<file path="src/rtl/msdf_ram_sequencer.sv">
// msdf_ram_sequencer: batch controller for the RAM arith port feeding a fixed-latency multiplier
// Optional build macro MSDF_SEQ_CYCLE_COUNT_EN adds a saturating busy-cycle counter on cycle_count.
// Ports:
//   ram_clock, reset           sole clock (rising edge), asynchronous active-high reset
//   start, num_ops             batch request (sampled in IDLE) and operation count
//   x_base, y_base, z_base     operand X, operand Y and result base addresses
//   busy, done                 batch in progress, one-cycle end-of-batch pulse
//   addr_arith, data_arith,
//   we_arith, q_arith          RAM arith port (q_arith registered, valid 1 cycle after address)
//   op_x, op_y, op_valid, res  arithmetic unit operands, issue strobe and result
//   cycle_count                busy-cycle count of the last batch (0 when the counter is not built)
module msdf_ram_sequencer #(
  parameter int DATA_WIDTH    = 32,
  parameter int ADDR_WIDTH    = 11,
  parameter int ARITH_LATENCY = 8
) (
  input  logic                  ram_clock,
  input  logic                  reset,
  input  logic                  start,
  input  logic [ADDR_WIDTH-1:0] num_ops,
  input  logic [ADDR_WIDTH-1:0] x_base,
  input  logic [ADDR_WIDTH-1:0] y_base,
  input  logic [ADDR_WIDTH-1:0] z_base,
  output logic                  busy,
  output logic                  done,
  output logic [ADDR_WIDTH-1:0] addr_arith,
  output logic [DATA_WIDTH-1:0] data_arith,
  output logic                  we_arith,
  input  logic [DATA_WIDTH-1:0] q_arith,
  output logic [DATA_WIDTH-1:0] op_x,
  output logic [DATA_WIDTH-1:0] op_y,
  output logic                  op_valid,
  input  logic [DATA_WIDTH-1:0] res,
  output logic [31:0]           cycle_count
);
  localparam int CW = $clog2(ARITH_LATENCY + 1);
  localparam logic [CW-1:0] LAT_M1 = CW'(ARITH_LATENCY - 1);
  typedef enum logic [2:0] {IDLE, RDX, RDY, LATY, ISSUE, WAIT, WRITE, DONE} state_t;
  state_t state;
  logic [ADDR_WIDTH-1:0] n, xb, yb, zb, i, i_nx;
  logic [CW-1:0] wcnt;
  assign i_nx = i + 1'b1;
  always_ff @(posedge ram_clock or posedge reset)
    if (reset) begin
      state      <= IDLE;
      n          <= '0;
      xb         <= '0;
      yb         <= '0;
      zb         <= '0;
      i          <= '0;
      wcnt       <= '0;
      busy       <= 1'b0;
      done       <= 1'b0;
      addr_arith <= '0;
      data_arith <= '0;
      we_arith   <= 1'b0;
      op_x       <= '0;
      op_y       <= '0;
      op_valid   <= 1'b0;
    end else begin
      op_valid <= 1'b0;
      we_arith <= 1'b0;
      done     <= 1'b0;
      case (state)
        IDLE: if (start) begin
          n  <= num_ops;
          xb <= x_base;
          yb <= y_base;
          zb <= z_base;
          i  <= '0;
          if (num_ops == '0) begin
            state <= DONE;
            done  <= 1'b1;
          end else begin
            state      <= RDX;
            busy       <= 1'b1;
            addr_arith <= x_base;
          end
        end
        RDX: begin
          state      <= RDY;
          addr_arith <= yb + i;
        end
        RDY: begin
          state <= LATY;
          op_x  <= q_arith;
        end
        LATY: begin
          state    <= ISSUE;
          op_y     <= q_arith;
          op_valid <= 1'b1;
        end
        ISSUE: begin
          state <= WAIT;
          wcnt  <= LAT_M1;
        end
        // res is only trusted on the last WAIT cycle, ARITH_LATENCY cycles after issue
        WAIT: if (wcnt == '0) begin
          state      <= WRITE;
          data_arith <= res;
          we_arith   <= 1'b1;
          addr_arith <= zb + i;
        end else begin
          wcnt <= wcnt - 1'b1;
        end
        WRITE: begin
          i <= i_nx;
          if (i_nx == n) begin
            state <= DONE;
            busy  <= 1'b0;
            done  <= 1'b1;
          end else begin
            state      <= RDX;
            addr_arith <= xb + i_nx;
          end
        end
        DONE: state <= IDLE;
        default: state <= IDLE;
      endcase
    end
`ifdef MSDF_SEQ_CYCLE_COUNT_EN
  always_ff @(posedge ram_clock or posedge reset)
    if (reset) cycle_count <= '0;
    else if (state == IDLE && start) cycle_count <= '0;
    else if (busy && cycle_count != '1) cycle_count <= cycle_count + 1'b1;
`else
  assign cycle_count = '0;
`endif
endmodule

</file>
<file path="config.mk">
export PLATFORM = sky130hd
export DESIGN_NAME = msdf_ram_sequencer
export DESIGN_NICKNAME = d
export VERILOG_FILES = /design/src/rtl/msdf_ram_sequencer.sv
export SDC_FILE = /design/constraint.sdc
export NUM_CORES = 1
export LEC_CHECK = 0
export ABC_AREA = 1
export CORE_ASPECT_RATIO = 1.4
export CORE_MARGIN = 5
export CORE_UTILIZATION = 40
export CTS_CLUSTER_DIAMETER = 40
export DETAILED_ROUTE_END_ITERATION = 7
export HOLD_SLACK_MARGIN = 0.1
export MAX_ROUTING_LAYER = met4
export PLACE_DENSITY_LB_ADDON = 0.3
export SLEW_MARGIN = 10
export SYNTH_ARGS = -nofsm -noshare
export SYNTH_HDL_FRONTEND = slang
export SYNTH_SLANG_ARGS = --single-unit
</file>
<file path="constraint.sdc">
create_clock -name ram_clock -period 5.8 [get_ports ram_clock]
set_input_delay 1.16 -clock ram_clock [delete_from_list [all_inputs] [get_ports ram_clock]]
set_output_delay 1.16 -clock ram_clock [all_outputs]
set_load 0.005 [all_outputs]
</file>
==> flow_summary.yaml <==
job:
  cap_violations: 0
timing:
  setup_viol: 0
  period_minus_slack_ns: 3.13
  max_freq_mhz: 320
  worst_pin_slew_ns: 0.964
  slew_headroom: 0.358
  tns_ns: 0
  post-route-period-util: 0.539
  hold_viol_final: 0
  fin_worst_skew_ns: 0.00735
  rsz0062_at_grt: "false"
  maxSlewViolCount: 0
power_and_ir_drop:
  sequentialPowerShare: 0.334
  p_comb_frac: 0.480
  p_clk_frac: 0.186
  vdd_drop_max_uv: 284
  p_leak_nw: 5.80
  switchingPower_w: 0.00247
  powerDensity_nw_per_um2: 539
  p_sw_frac: 0.389
  p_int_w: 0.00388
layout:
  antenna_cells: 0
  areaGrowthSynthToFinish_pct: 33.9
  design_area_um2: 11800
  drive_gt1_frac: 0.0792
  final_nets: 1392
  final_core_util: 0.541
place:
  routabilityCongestion: 0.965
  hpwl_um: 18500
  io_buffers: 221
  placed_area_um2: 11200
worst_setup_path:
  cp.arrival_ns: 3.45
  reg2reg_to: "addr_arith[8]"
  worstPathRequired_ns: 6.12
  crit_type: "register to register"
  endpoint_kind: "register"
  r2r-start: "state[1]"
  cpLargestDelayFamily: "simple AND/OR/NAND/NOR gates"
  worst-path-buf-inv: 3
  cpPeakStageDelay_ns: 0.46
  cp_max_fo: 21
  start_kind: "register"
  crit_top_cell: "nand2_1"
  cpMaxStageDelayCell: "inv_1"
  crit_chain: "inv_1, nand3_1, inv_1, nand2_1, o21ai_0, ha_1, inv_1, fa_1, o21bai_1, nand2_1, nand2_1, a21oi_1, o21ai_0, nand3_1, nand3_1, nand2_1"
  reg2reg_setup_slack_ns: 2.67
  worstRegToRegCells: 16
min_path:
  holdPathEnd: "busy"
  hold_depth: 2
  min_from: "busy"
  min_path_type: "register to register"
logic_synthesis:
  yosys.area.top_type_share: 0.492
  yosys.cell_types.count: 36
  yosysMostFrequentCell: "nand2_1"
  ys_seq_area_frac: 0.492
  ys_ff_latch: 173
  synth_area_um2: 8800
  synthArstFlopShare: 1.00
  syn_inst: 1039
  synth_edf_count: 0
  yosys-top-cells-count: "nand2_1 (268), dfrtp_1 (173), inv_1 (134)"
  synth_warnings: 0
  ys.flop_type: "dfrtp_1"
  yosys-top-cells-area: "dfrtp_1 (49%), nand2_1 (11%), mux2_2 (6.3%)"
  syn_avg_cell_area_um2: 8.47
  synth_area_leader_cell: "dfrtp_1"
clock_tree:
  clk_latency_ns: 0.43
  clockRootBuffer: "clkbuf_16"
  holdBufCountCts: 0
  cts_made_buffers: 17
  clk_pin_slew_ns: 0.06
  cts.sinks: 173
  post_cts_buffers: 0
  cts_resized: 0
  cts_buffer_depth: 2
  cts_max_level: 4
  cts_tree: "done"
outcome:
  outcome: "finished clean"
die:
  die_area_um2: 25100
  fp.coreArea_um2: 21800
  die_y_um: 186
  ioPinCount: 254
  num_rows: 64
  dieWidth_um: 135
  start_util: 0.404
route:
  drt_pass1_iterations: 5
  drtIter0Drc: 422
  vias: 7444
  wl_per_cell_um: 15.7
  drcViolationCount: 0
  wl_um: 24600
  ant_nets: 0
  viasPerCell: 4.77
global_route:
  grt_usage: 0.203
  grt_overflow: 0
  antenna_found_initial: 0
  grt_max_degree: 174
  grt_first_pass_wirelength_um: 38500
  first_global_vias: 7579
## flip-flops by register name (all words and copies together) (netlist names)
signal and count:
addr_arith 11, busy 1, data_arith 32, done 1, i 11, n 11
op_valid 1, op_x 32, op_y 32, state 3, wcnt 4, we_arith 1
xb 11, yb 11, zb 11
## placed cells by master, fill, tap and decap left out, types with 3 or more instances in the layout
cell type and count:
nand3b_1 4, o221ai_1 3, nor3_1 3, buf_4 3, clkinvlp_4 4, nand4_1 8
dfrtp_1 173, or2_2 3, a21oi_1 33, inv_1 133, o21bai_1 6, nand2_1 267
nor2_2 6, nand2_2 3, nand3_1 74, ha_1 28, o21ai_0 101, nor2_1 54
clkdlybuf4s50_1 221, mux2_2 49, conb_1 32, o22ai_1 8, bufinv_16 3, clkbuf_16 17
## kinds of logic after synthesis
kind of cell / Yosys count / share of synthesized area
multiplexers: 49 / 0.0627
XOR/XNOR: 3 / 0.00299
adder cells (fa/ha/maj): 30 / 0.0443
AO/OA/AOI/OAI: 157 / 0.0948
buffers and inverters: 199 / 0.101
other: 1 / 0.000426
flip-flops: 173 / 0.492
AND/OR/NAND/NOR: 427 / 0.202
## how the worst max path moves through the flow
stage	to	start	slack (ns)	cells past startpoint
2_1_floorplan	addr_arith[0]	reset	2.43	1
3_3_place_gp	zb[6]	start	2.61	4
3_5_place_dp	zb[2]	start	2.58	4
4_1_cts	addr_arith[8]	state[1]	2.67	16
5_1_grt	addr_arith[8]	state[1]	2.30	16
6_report	addr_arith[8]	state[1]	2.67	16
## worst register-to-register path, stage by stage (launching register included)
cell and delay, ns:
dfrtp_1 0.44, inv_1 0.13, nand3_1 0.21, inv_1 0.46
nand2_1 0.09, o21ai_0 0.11, ha_1 0.22, inv_1 0.08
fa_1 0.42, o21bai_1 0.27, nand2_1 0.08, nand2_1 0.08
a21oi_1 0.06, o21ai_0 0.10, nand3_1 0.12, nand3_1 0.10
nand2_1 0.06
## per-stage QoR
stage,worst slack (ns),total power (W),hold WS [ns],std cells
after CTS,2.67,0.00641,0.477,1560
after global placement,2.61,0.00514,0.461,1529
after global routing,2.30,0.00691,0.505,1560
final,2.67,0.00636,0.472,1560
after detailed placement,2.58,0.00519,0.461,1529
after floorplan,2.43,0.00386,0.451,1070
## metal layers
| layer | wire (um) | track usage | vias to the layer above |
|---|---|---|---|
| met3 | 1870 | 0.0660 | 51 |
| met5 | 0 | - | - |
| li1 | - | - | 3689 |
| met4 | 847 | 0.0827 | 0 |
| met1 | 9440 | 0.224 | 3456 |
| met2 | 12400 | 0.340 | 248 |
## final cells by class
type                       count  area, um2
clock buffer                  21        460
clock inverter                10        140
fill                        2058      10000
inverter                     136        514
multi-input combinational    698       3710
sequential                   173       4330
tap                          297        372
timing repair buffer         225       2250
## power by group through the flow
stage,logic [W],registers [W],clock network (W)
after floorplan,0.00178,0.00208,0
after global placement,0.00303,0.00212,0
after detailed placement,0.00307,0.00213,0
after CTS,0.00308,0.00212,0.00121
after global routing,0.00346,0.00219,0.00126
final,0.00305,0.00212,0.00118
No activity file was read; power rests on OpenSTA's default activity.
